**config.mk**
```make
export PLATFORM = sky130hd
export DESIGN_NAME = calc_console
export DESIGN_NICKNAME = d
export VERILOG_FILES = /design/src/rtl/calc_console.sv
export SDC_FILE = /design/constraint.sdc
export NUM_CORES = 1
export LEC_CHECK = 0
export ABC_AREA = 0
export BUFFER_PORTS_ARGS = -buffer_cell sky130_fd_sc_hd__buf_2
export CAP_MARGIN = 25
export CORE_MARGIN = 4
export CORE_UTILIZATION = 28
export DETAILED_ROUTE_END_ITERATION = 16
export GPL_TIMING_DRIVEN = 0
export PLACE_DENSITY_LB_ADDON = 0.08
export SYNTH_ARGS = -nofsm -noshare
export SYNTH_HDL_FRONTEND = slang
export SYNTH_SLANG_ARGS = --single-unit
```
**constraint.sdc**
```tcl
create_clock -name clock -period 3.3 [get_ports clock]
set_input_delay 0 -clock clock [delete_from_list [all_inputs] [get_ports clock]]
set_output_delay 0 -clock clock [all_outputs]
set_load 0.01 [all_outputs]
```
**src/rtl/calc_console.sv**
```systemverilog
// Switch calculator console: debounced mode buttons, registered ALU result,
// LED/seven-segment output decode and a bouncing LED chase in mode 3.
//
// state       | meaning
// MODE_ARITH  | add / subtract (magnitude + sign) / multiply / max
// MODE_LOGIC  | and / or / xor / nand of zero-extended operands
// MODE_CMP    | equal / greater / less / min
// MODE_CHASE  | one-hot LED bouncing between the ends of the bank
module calc_console #(
  parameter int WIDTH           = 4,
  parameter int DEBOUNCE_CYCLES = 500000,
  parameter int TICK_CYCLES     = 1000000
) (
  input  logic                      clock,
  input  logic                      reset_n,
  input  logic [1:0]                buttons,
  input  logic [2*WIDTH+1:0]        switches,
  output logic [2*WIDTH+1:0]        LEDs,
  output logic [7*(WIDTH/2)-1:0]    result_seg,
  output logic [6:0]                sign_seg,
  output logic [6:0]                mode_seg
);

  localparam int R      = 2 * WIDTH;
  localparam int DIGITS = WIDTH / 2;
  localparam int L      = 2 * WIDTH + 2;
  localparam int DBW    = $clog2(DEBOUNCE_CYCLES + 1);
  localparam int TKW    = $clog2(TICK_CYCLES + 1);
  localparam int PW     = $clog2(L);

  localparam logic [DBW-1:0] DB_LAST   = DBW'(DEBOUNCE_CYCLES - 1);
  localparam logic [TKW-1:0] TICK_LAST = TKW'(TICK_CYCLES - 1);
  localparam logic [PW-1:0]  POS_TOP   = PW'(L - 1);
  localparam logic [6:0]     SEG_BLANK = 7'b1111111;
  localparam logic [6:0]     SEG_MINUS = 7'b0111111;

  typedef enum logic [1:0] {
    MODE_ARITH = 2'd0,
    MODE_LOGIC = 2'd1,
    MODE_CMP   = 2'd2,
    MODE_CHASE = 2'd3
  } mode_t;

  function automatic logic [6:0] hex7(input logic [3:0] v);
    case (v)
      4'h0: hex7 = 7'b1000000;
      4'h1: hex7 = 7'b1111001;
      4'h2: hex7 = 7'b0100100;
      4'h3: hex7 = 7'b0110000;
      4'h4: hex7 = 7'b0011001;
      4'h5: hex7 = 7'b0010010;
      4'h6: hex7 = 7'b0000010;
      4'h7: hex7 = 7'b1111000;
      4'h8: hex7 = 7'b0000000;
      4'h9: hex7 = 7'b0010000;
      4'hA: hex7 = 7'b0001000;
      4'hB: hex7 = 7'b0000011;
      4'hC: hex7 = 7'b1000110;
      4'hD: hex7 = 7'b0100001;
      4'hE: hex7 = 7'b0000110;
      default: hex7 = 7'b0001110;
    endcase
  endfunction

  logic [1:0]     sync1, sync2, clean, press;
  logic [DBW-1:0] db_cnt [2];

  // Clean level only flips after DEBOUNCE_CYCLES consecutive disagreeing samples.
  always_ff @(posedge clock or negedge reset_n) begin
    if (!reset_n) begin
      sync1 <= '0;
      sync2 <= '0;
      clean <= '0;
      press <= '0;
      for (int i = 0; i < 2; i++) db_cnt[i] <= '0;
    end else begin
      sync1 <= ~buttons;
      sync2 <= sync1;
      for (int i = 0; i < 2; i++) begin
        press[i] <= 1'b0;
        if (sync2[i] == clean[i]) begin
          db_cnt[i] <= '0;
        end else if (db_cnt[i] == DB_LAST) begin
          clean[i]  <= ~clean[i];
          db_cnt[i] <= '0;
          press[i]  <= sync2[i];
        end else begin
          db_cnt[i] <= db_cnt[i] + DBW'(1);
        end
      end
    end
  end

  mode_t mode, mode_next;

  always_ff @(posedge clock or negedge reset_n) begin
    if (!reset_n) mode <= MODE_ARITH;
    else          mode <= mode_next;
  end

  always_comb begin
    mode_next = mode;
    if (press[0] && !press[1])      mode_next = mode_t'(mode + 2'd1);
    else if (press[1] && !press[0]) mode_next = mode_t'(mode - 2'd1);
  end

  logic [1:0]       op;
  logic [WIDTH-1:0] op_a, op_b, diff_ab, diff_ba, nand_ab;
  logic [WIDTH:0]   sum;
  logic [R-1:0]     a_ext, b_ext, res_next, result;
  logic             flag_next, neg_next, flag, neg;

  assign op      = switches[2*WIDTH+1:2*WIDTH];
  assign op_a    = switches[2*WIDTH-1:WIDTH];
  assign op_b    = switches[WIDTH-1:0];
  assign sum     = {1'b0, op_a} + {1'b0, op_b};
  assign diff_ab = op_a - op_b;
  assign diff_ba = op_b - op_a;
  assign nand_ab = ~(op_a & op_b);
  assign a_ext   = R'(op_a);
  assign b_ext   = R'(op_b);

  always_comb begin
    res_next  = '0;
    flag_next = 1'b0;
    neg_next  = 1'b0;
    case (mode)
      MODE_ARITH: begin
        case (op)
          2'd0: begin
            res_next  = R'(sum);
            flag_next = sum[WIDTH];
          end
          2'd1: begin
            if (op_a < op_b) begin
              res_next  = R'(diff_ba);
              flag_next = 1'b1;
              neg_next  = 1'b1;
            end else begin
              res_next  = R'(diff_ab);
            end
          end
          2'd2:    res_next = a_ext * b_ext;
          default: res_next = (op_a > op_b) ? a_ext : b_ext;
        endcase
      end
      MODE_LOGIC: begin
        case (op)
          2'd0:    res_next = a_ext & b_ext;
          2'd1:    res_next = a_ext | b_ext;
          2'd2:    res_next = a_ext ^ b_ext;
          default: res_next = R'(nand_ab);
        endcase
      end
      MODE_CMP: begin
        case (op)
          2'd0:    res_next = R'(op_a == op_b);
          2'd1:    res_next = R'(op_a > op_b);
          2'd2:    res_next = R'(op_a < op_b);
          default: res_next = (op_a < op_b) ? a_ext : b_ext;
        endcase
      end
      default: res_next = '0;
    endcase
  end

  // neg remembers that the flag came from a negative subtraction, not a carry.
  always_ff @(posedge clock or negedge reset_n) begin
    if (!reset_n) begin
      result <= '0;
      flag   <= 1'b0;
      neg    <= 1'b0;
    end else begin
      result <= res_next;
      flag   <= flag_next;
      neg    <= neg_next;
    end
  end

  logic [TKW-1:0] tick_cnt;
  logic [PW-1:0]  pos;
  logic           dir_up;

  always_ff @(posedge clock or negedge reset_n) begin
    if (!reset_n) begin
      tick_cnt <= '0;
      pos      <= '0;
      dir_up   <= 1'b1;
    end else if (mode_next != mode) begin
      tick_cnt <= '0;
      pos      <= '0;
      dir_up   <= 1'b1;
    end else if (tick_cnt == TICK_LAST) begin
      tick_cnt <= '0;
      if (dir_up) begin
        if (pos == POS_TOP) begin
          dir_up <= 1'b0;
          pos    <= pos - PW'(1);
        end else begin
          pos    <= pos + PW'(1);
        end
      end else begin
        if (pos == '0) begin
          dir_up <= 1'b1;
          pos    <= PW'(1);
        end else begin
          pos    <= pos - PW'(1);
        end
      end
    end else begin
      tick_cnt <= tick_cnt + TKW'(1);
    end
  end

  always_comb begin
    LEDs       = '0;
    result_seg = '1;
    sign_seg   = SEG_BLANK;
    mode_seg   = hex7({2'b00, mode});
    if (mode == MODE_CHASE) begin
      LEDs[pos] = 1'b1;
    end else begin
      LEDs = {flag, 1'b0, result};
      for (int d = 0; d < DIGITS; d++) result_seg[7*d +: 7] = hex7(result[4*d +: 4]);
      sign_seg = neg ? SEG_MINUS : SEG_BLANK;
    end
  end

endmodule

```
Yosys cells after proc, flatten, opt, wreduce, memory -nomap -nowiden:

Memories as Yosys holds them, arrays and structs flattened.
Index checks and enable logic that the tools add are counted.

* $add $sub $neg: 10
* multiply operators: 1
* divide/modulo/power cells: 0
* order comparisons: 4
* equal/unequal tests: 13
* shifts and indexed selects: 0
* multiplexer cells: 41
* bitwise logic cells: 10
* reductions and logical operators: 11

Operator list (number)
* $mux 19: 4
* $pmux 8 s3: 2
* $mux 20: 2
* $add 19x1->19 const B: 2
* $eq 19x19->1 const B: 2
* $mux 4: 8
* $pmux 7 s4: 1
* $pmux 4 s3: 2
* $add 20x1->20 const B: 1
* $eq 20x20->1 const B: 1
* $mux 1: 14
* $mux 14: 1
* $mux 7: 2
* $mux 10: 1
* $and 4x4->4: 2
* $mul 4x4->8: 1
* $sub 4x4->4: 2
* $eq 2x2->1 const B: 3
* $add 4x4->5: 1
* $lt 4x5->1 const B: 1
* $add 4x1->4 const B: 1
* $demux 1 s4: 1
* $eq 2x1->1 const B: 2
* $eq 4x4->1: 1
* 22 further kinds: 32

* bits in registers: 83
* latch bits: 0
* memory bits (writable): 0
* memory bits (read-only): 224
* input bits: 14
* output and inout port bits: 38
* logic and storage cells: 106
* memories kept: 2

Memory list
* (no name shown): words 16, width 7, rd ports 1, clocked after Yosys merged registers in 0, wr ports 0, line 45 `case (v)`
* (no name shown): words 16, width 7, rd ports 1, clocked after Yosys merged registers in 0, wr ports 0, line 45

Depth between registers and ports, before layout:

Gate-level depths: netlist of the first run.

* depth in word-level cells: 6
* gate-level depth with buffers: 12
* mapped depth without buffers: 12

Worst setup path before layout of the first run:

No wires, ideal clock.

* path type: input to register
* from: input port switches[3]
* to: register result[7]
* library setup time: 0.069 ns
* arrival: 2.353 ns
* data required time: 3.231 ns
* setup slack: 0.879 ns
* stages on the path: 10
* path buffers: 0
* path through: nand2_1 > fa_1 > inv_1 > fa_1 > ha_1 > a21o_1 > a21oi_1 > nor2b_1 > or4_1 > nand3_1

* word-level cells in the longest chain between the ends: 3

Ends and longest elaborated chain
* start: declaration: line 17 `input logic [2*WIDTH+1:0] switches,`
* $mul 4x4->8: line 143 `2'd2: res_next = a_ext * b_ext;`
* $pmux 8 s3: line 129 `case (op)`
* $pmux 8 s3: line 127 `case (mode)`
* named net res_next[7]: line 110 `logic [R-1:0] a_ext, b_ext, res_next, result;`
* end signal: assignment: line 174 `result <= res_next;`
* end: declaration: line 110

The timed path passes the listed nets, and every way through them passes these cells.
A chain may end at the register's enable or synchronous reset.

Worst setup path in the final report of the first run:

* from: input port switches[5]
* to: register result[7]

The elaborated chain is that of the path after synthesis.

==> results.txt, run 1 <==
Leading post-synthesis cells by cell area: dfrtp_1 34%, ha_1 11%, nor2_1 5.9%
Drt first pass iters: 4
Syn Area/Cell: 8.870 µm²
Final Cell Area: 6983 µm²
Top FF cell, synth: dfrtp_1
Proportion of layout cells with a drive suffix above 1: 0.1278
Syn Inst Count: 685
First-pass GRT wire length: 24.85 mm
Post-route minimum period: 2.486 ns
Number of synthesized flops with an enable pin: 0
Gpl congestion: 0.8265
Kind of critical path: in2reg
Number of cell rows: 53
Warnings from Yosys: 0
Antenna diodes: 0
Crit end category: flop
Sequential fraction of the synthesis area: 0.3421
Boundary Pins: 52
Placed inst area: 6684 µm²
Pin count of the biggest net entering global routing: 64
CTS Buffer Depth: 2
Largest family of logic cells by synthesized area: simple AND/OR/NAND/NOR gates
Final Total Pwr: 2.542 mW
Post-synth ARST share: 1.000
Initial antenna violation count: 0
Worst Max-Slew Pin Slew: 0.7447 ns
Hold WC Path Type: in2reg
RSZ-0062 raised after global routing: no
Multiplexer area fraction after synthesis: 0.04160
Chip Height: 155.3 µm
Final hold viol count: 0
Placed Cells: 1009
Fill count: 2193
CTS tree: yes
Synth Area in Adders: 0.1334
Worst Setup Start Kind: input pin
DP HPWL: 11.52 mm
Fmax achieved: 0.4022 GHz
WP data arrival: 2.76 ns
Worst-Skew Late Latency: 0.34 ns
Maximum vdd drop: 0.2334 mV
CTS Buf Count: 9
Overall routed net length: 15.03 mm
Mapped cell area: 6076 µm²
Largest fanout on the critical path: 8
Setup_tns: 0 ns
Antenna-violating nets left: 0
CTS Root Cell: clkbuf_16
Post-synth top area cell: dfrtp_1
Die Footprint: 24120 µm²
Leakage power: 3.234 nW
Post-Synth XOR/XNOR Area: 0.08937
CTS Sinks: 83
Drt initial violations: 185
Vias in the first global route: 4934
Setup Viol. Count Final: 0
Die Width: 155.3 µm
Area grow syn2layout: 14.93%
Worst EP required: 3.57 ns
PD cells: 364.0 nW/µm²
Clock skew: 0.008935 ns
CTS H-tree lvls: 3
Status: finished, final reports clean
Final std cells w/o fill: 1026
Complex-gate fraction of the synthesized area: 0.1046
I/O Buffers: 43
Initial cell density of the core: 0.2872
Worst slack, placed: 0.4665 ns
Clock slew seen by the registers of the worst setup and hold paths: 0.05 ns
Yosys cell types: 65
Slew Viols, Final: 0
Final worst slack: 0.8138 ns
Total GRT Usage: 0.1263
Final period util: 0.7534
#FFs+latches synth: 83
Drt via density: 4.916
Remaining global-route overflow: 0
Core region area: 21150 µm²
Post-synth top area share: 0.3377
DRC viols: 0
Max-slew headroom: 0.4997
DR WL/cell: 14.65 µm
Synth Area in Simple Gates: 0.2317
Vias: 5044
Nets: 821
Setup Fix Bufs, Post-CTS: 0
# Max-Cap Violations: 0
layout make-up:
| cell class | instances | area (µm²) | share of cell area |
|---|---|---|---|
| timing repair buffer | 47 | 275.3 | 0.03942 |
| inverter | 48 | 180.2 | 0.02580 |
| sequential | 83 | 2078 | 0.2976 |
| multi-input combinational | 529 | 3676 | 0.5264 |
| clock inverter | 2 | 12.51 | 0.001792 |
| clock buffer | 12 | 256.5 | 0.03673 |
| buffer | 30 | 160.2 | 0.02294 |
| tap | 275 | 344.1 | 0.04927 |
cell usage in the layout (no fill, tap or decap), types with 6 or more instances in the layout:
cell       netlist  routed
a21oi_1         19      19
xnor2_1         32      32
nor3_1          23      23
nor4_1           7       7
nand2_1         53      53
mux2_2           6       6
conb_1           2       7
dfrtp_1         82      82
ha_1            52      52
buf_2            5      47
o22ai_1         10      10
and3_1          11      11
xor2_1          30      30
clkbuf_1        14      15
nand2b_1        11      11
clkbuf_16        0       9
buf_4           11      12
nand4_1         12      12
inv_1           47      47
fa_1             7       7
nand3_1         25      25
mux2i_1         14      14
nor2b_1          8       8
nor2_1          95      95
o21ai_0         20      20
metal layers:
layer | wire, µm | up-vias | global-route usage
met2 | 6878 | 131 | 0.2077
met3 | 742 | 20 | 0.02587
met5 | 0 | - | 0
met1 | 7211 | 2419 | 0.1696
met4 | 199 | 0 | 0.03376
li1 | - | 2474 | -
where the power goes:
group	switching (mW)	internal, mW
clock network	0.393	0.541
logic	0.324	0.224
registers	0.0199	1.04
total	0.737	1.80
registers in the layout, summed over array words and instances, names as in the netlist:
register / cells
clean: 2
sync2: 2
pos: 4
db_cnt: 38
flag: 1
tick_cnt: 20
result: 8
dir_up: 1
neg: 1
press: 2
mode: 2
sync1: 2
cell usage after synthesis, drive strengths merged, types with 3 or more instances:
cell	n
nor4b	3
nand3	25
nand2	54
o21ai	20
a31oi	5
nor3b	4
and3	11
buf	16
dfrtp	82
inv	47
a2bb2oi	3
mux2	6
nor2	95
a21o	3
ha	52
o21bai	3
nor2b	8
xor2	30
or3	4
nor4	7
a221o	3
or4	4
fa	7
nand4	12
nand2b	11
xnor2	32
and4	6
clkbuf	14
a211oi	5
or2	4
o22ai	10
nor3	23
and2	3
mux2i	14
o31ai	4
a21oi	19
o211ai	5
nand3b	5
stage by stage:
stage	utilization	hold WS, ns
final	0.3301	0.01387
after global routing	0.3301	0.02898
after CTS	0.3301	0.002235
after detailed placement	0.3160	-0.08300
after global placement	0.3145	0.1501
after floorplan	-	-0.2956
final timing paths:
| check | cells past startpoint | slack [ns] | startpoint | endpoint |
|---|---|---|---|---|
| max | 11 | 0.81 | switches[5] | result[7] |
| min | 4 | 0.01 | switches[8] | result[5] |
| max reg2reg | 8 | 1.18 | pos[0] | pos[2] |
| min reg2reg | 0 | 0.35 | sync1[1] | sync2[1] |
| max in group asynchronous | 3 | 2.57 | reset_n | dir_up |
| min in group asynchronous | 2 | 0.09 | reset_n | db_cnt[0] |
what timing repair did:
action | 4_1_cts | 5_1_grt
hold buffers | 3 | 0
endpoints found under the hold margin | 84 | 0
gates resized for setup | 0 | 0
kinds of logic after synthesis:
group	count (synthesis)
AO/OA/AOI/OAI	95
XOR/XNOR	62
adder cells (fa/ha/maj)	61
buffers and inverters	78
flip-flops	83
multiplexers	22
other	2
AND/OR/NAND/NOR	282
worst max-delay path, stage by stage:
cell,delay (ns)
buf_2,0.23
nand2_1,0.12
fa_1,0.51
inv_1,0.06
fa_1,0.50
ha_1,0.31
a21o_1,0.17
a21oi_1,0.17
nor2b_1,0.09
or4_1,0.50
nand3_1,0.09
(Power assumes the default switching activity.)
==> run 2: changes to the inputs <==
==> constraint.sdc (replaced) <==
create_clock -name clock -period 2.55 [get_ports clock]
set_input_delay 0 -clock clock [delete_from_list [all_inputs] [get_ports clock]]
set_output_delay 0 -clock clock [all_outputs]
set_load 0.01 [all_outputs]
==> results.txt, run 2 (synthesis gave the netlist of run 1 again) <==
Antenna diodes: 0
Setup Viol. Count Final: 0
Worst EP required: 2.82 ns
Buf/Inv on CP: 2
Fmax achieved: 0.4244 GHz
Critical path cell sequence: clkbuf_4 -> nand2_1 -> fa_1 -> inv_1 -> fa_1 -> ha_1 -> a21o_1 -> a21oi_2 -> nor2b_1 -> or4_1 -> nand3_1
Total GRT Usage: 0.1263
Post-route minimum period: 2.356 ns
Vias: 5014
Slew Viols, Final: 0
Final hold viol count: 0
Initial cell density of the core: 0.2872
CTS Sinks: 83
RSZ-0062 raised after global routing: no
Nets: 821
Worst Setup Start Kind: input pin
Worst setup path start: switches[3]
Met2 usage: 0.2077
Crit path top cell by count: fa_1
Drt via density: 4.887
Final Total Pwr: 3.294 mW
Multi-input combinational cell area: 3680 µm²
Clock slew seen by the registers of the worst setup and hold paths: 0.05 ns
Setup_tns: 0 ns
Largest fanout on the critical path: 6
Largest register FFs: 38
DRC viols: 0
CTS H-tree lvls: 3
Largest delay share family, worst path: adder cells
Worst Max-Slew Pin Slew: 0.7447 ns
CTS tree: yes
Fin Hold WS: 0.01406 ns
Remaining global-route overflow: 0
Hold_sp: switches[8]
CTS Root Cell: clkbuf_16
Drt first pass iters: 5
DP HPWL: 11.52 mm
Most frequent cells in the layout: 95 x nor2_1, 82 x dfrtp_1, 53 x nand2_1
Gpl congestion: 0.8265
Leakage power: 3.237 nW
Maximum vdd drop: 0.3021 mV
Kind of critical path: in2reg
Chip Height: 155.3 µm
Crit end category: flop
Initial antenna violation count: 0
CTS Buffer Depth: 2
Number of cell rows: 53
Overall routed net length: 15.02 mm
Worst-Skew Late Latency: 0.34 ns
Clock skew: 0.008935 ns
Drt initial violations: 178
Slowest-stage cell, CP: fa_1
Final period util: 0.9240
Die Width: 155.3 µm
Setup Fix Bufs, Post-CTS: 0
Pin count of the biggest net entering global routing: 64
Die Footprint: 24120 µm²
I/O Buffers: 43
Core region area: 21150 µm²
R2r startpoint: pos[0]
Gr busiest metal: met2
Vias in the first global route: 4934
Area grow syn2layout: 15.12%
Final core utilization: 0.3306
Fill count: 2190
DR WL/cell: 14.64 µm
Register with the most flip-flops: db_cnt
Met1 usage: 0.1696
Boundary Pins: 52
Met3 track demand over resource: 0.02587
PD cells: 470.9 nW/µm²
First-pass GRT wire length: 24.85 mm
# Max-Cap Violations: 0
Status: finished, final reports clean
Registers with the most flip-flops: db_cnt x38, tick_cnt x20, result x8
CTS Buf Count: 9
Proportion of layout cells with a drive suffix above 1: 0.1292
Antenna-violating nets left: 0
Hold WC Path Type: in2reg
CP peak stage delay: 0.53 ns
Reg area: 2078 µm²
Max-slew headroom: 0.4997
WP data arrival: 2.63 ns
Commonest non-fill, non-tap cell in the layout: nor2_1
-- run 2: cell types whose count changed in the layout (fill, tap and decap cells not counted) --
| cell | previous run | this run |
|---|---|---|
| buf_2 | 47 | 44 |
| clkbuf_4 | 0 | 2 |
| a21oi_1 | 19 | 18 |
| a21oi_2 | 0 | 1 |
| buf_4 | 12 | 13 |
-- run 2: cell type report --
| type | instances | area share |
|---|---|---|
| Inverter | 48 | 0.02576 |
| Clock inverter | 2 | 0.001789 |
| Multi-Input combinational cell | 529 | 0.5261 |
| Sequential cell | 83 | 0.2971 |
| Timing Repair Buffer | 47 | 0.04043 |
| Clock buffer | 12 | 0.03667 |
| Tap cell | 275 | 0.04919 |
| Buffer | 30 | 0.02290 |
-- run 2: repair_timing --
action	CTS	global route
hold buffers	3	0
hold endpoints to repair	84	0
gates resized for setup	0	5
setup endpoints to repair	0	1
-- run 2: worst paths after layout --
kind | end | slack, ns | depth (start not counted)
setup / recovery | result[7] | 0.19 | 11
hold / removal | result[5] | 0.01 | 4
setup reg to reg | pos[2] | 0.43 | 8
hold reg to reg | sync2[1] | 0.35 | 0
max in group asynchronous | dir_up | 1.82 | 3
min in group asynchronous | db_cnt[0] | 0.09 | 2
-- run 2: report_power, final --
| group | leakage (nW) | switching (mW) | internal, mW | total, mW |
|---|---|---|---|---|
| Sequential | 1.12 | 0.0257 | 1.35 | 1.37 |
| Clock | 0.131 | 0.509 | 0.701 | 1.21 |
| Combinational | 1.99 | 0.421 | 0.292 | 0.713 |
| Total | 3.24 | 0.956 | 2.34 | 3.29 |
-- run 2: layer usage --
layer | vias up | wire, µm
met3 | 19 | 674
met1 | 2407 | 7244
met2 | 112 | 6906
met5 | - | 0
met4 | 0 | 199
li1 | 2476 | -
-- run 2: worst min-delay path, cell delays in order --
cell	delay, ns
buf_2	0.12
nor2b_1	0.08
nand2_1	0.07
nor3_1	0.04
-- run 2: stage by stage --
stage               instances  instance area [µm²]  worst slack, ns
finish                   1026                 6994           0.1937
global route             1026                 6994          0.01388
CTS                      1026                 6983          0.07504
detailed placement       1009                 6684          -0.2835
global placement         1008                 6654          -0.3025
floorplan                 690                 6095           0.1286
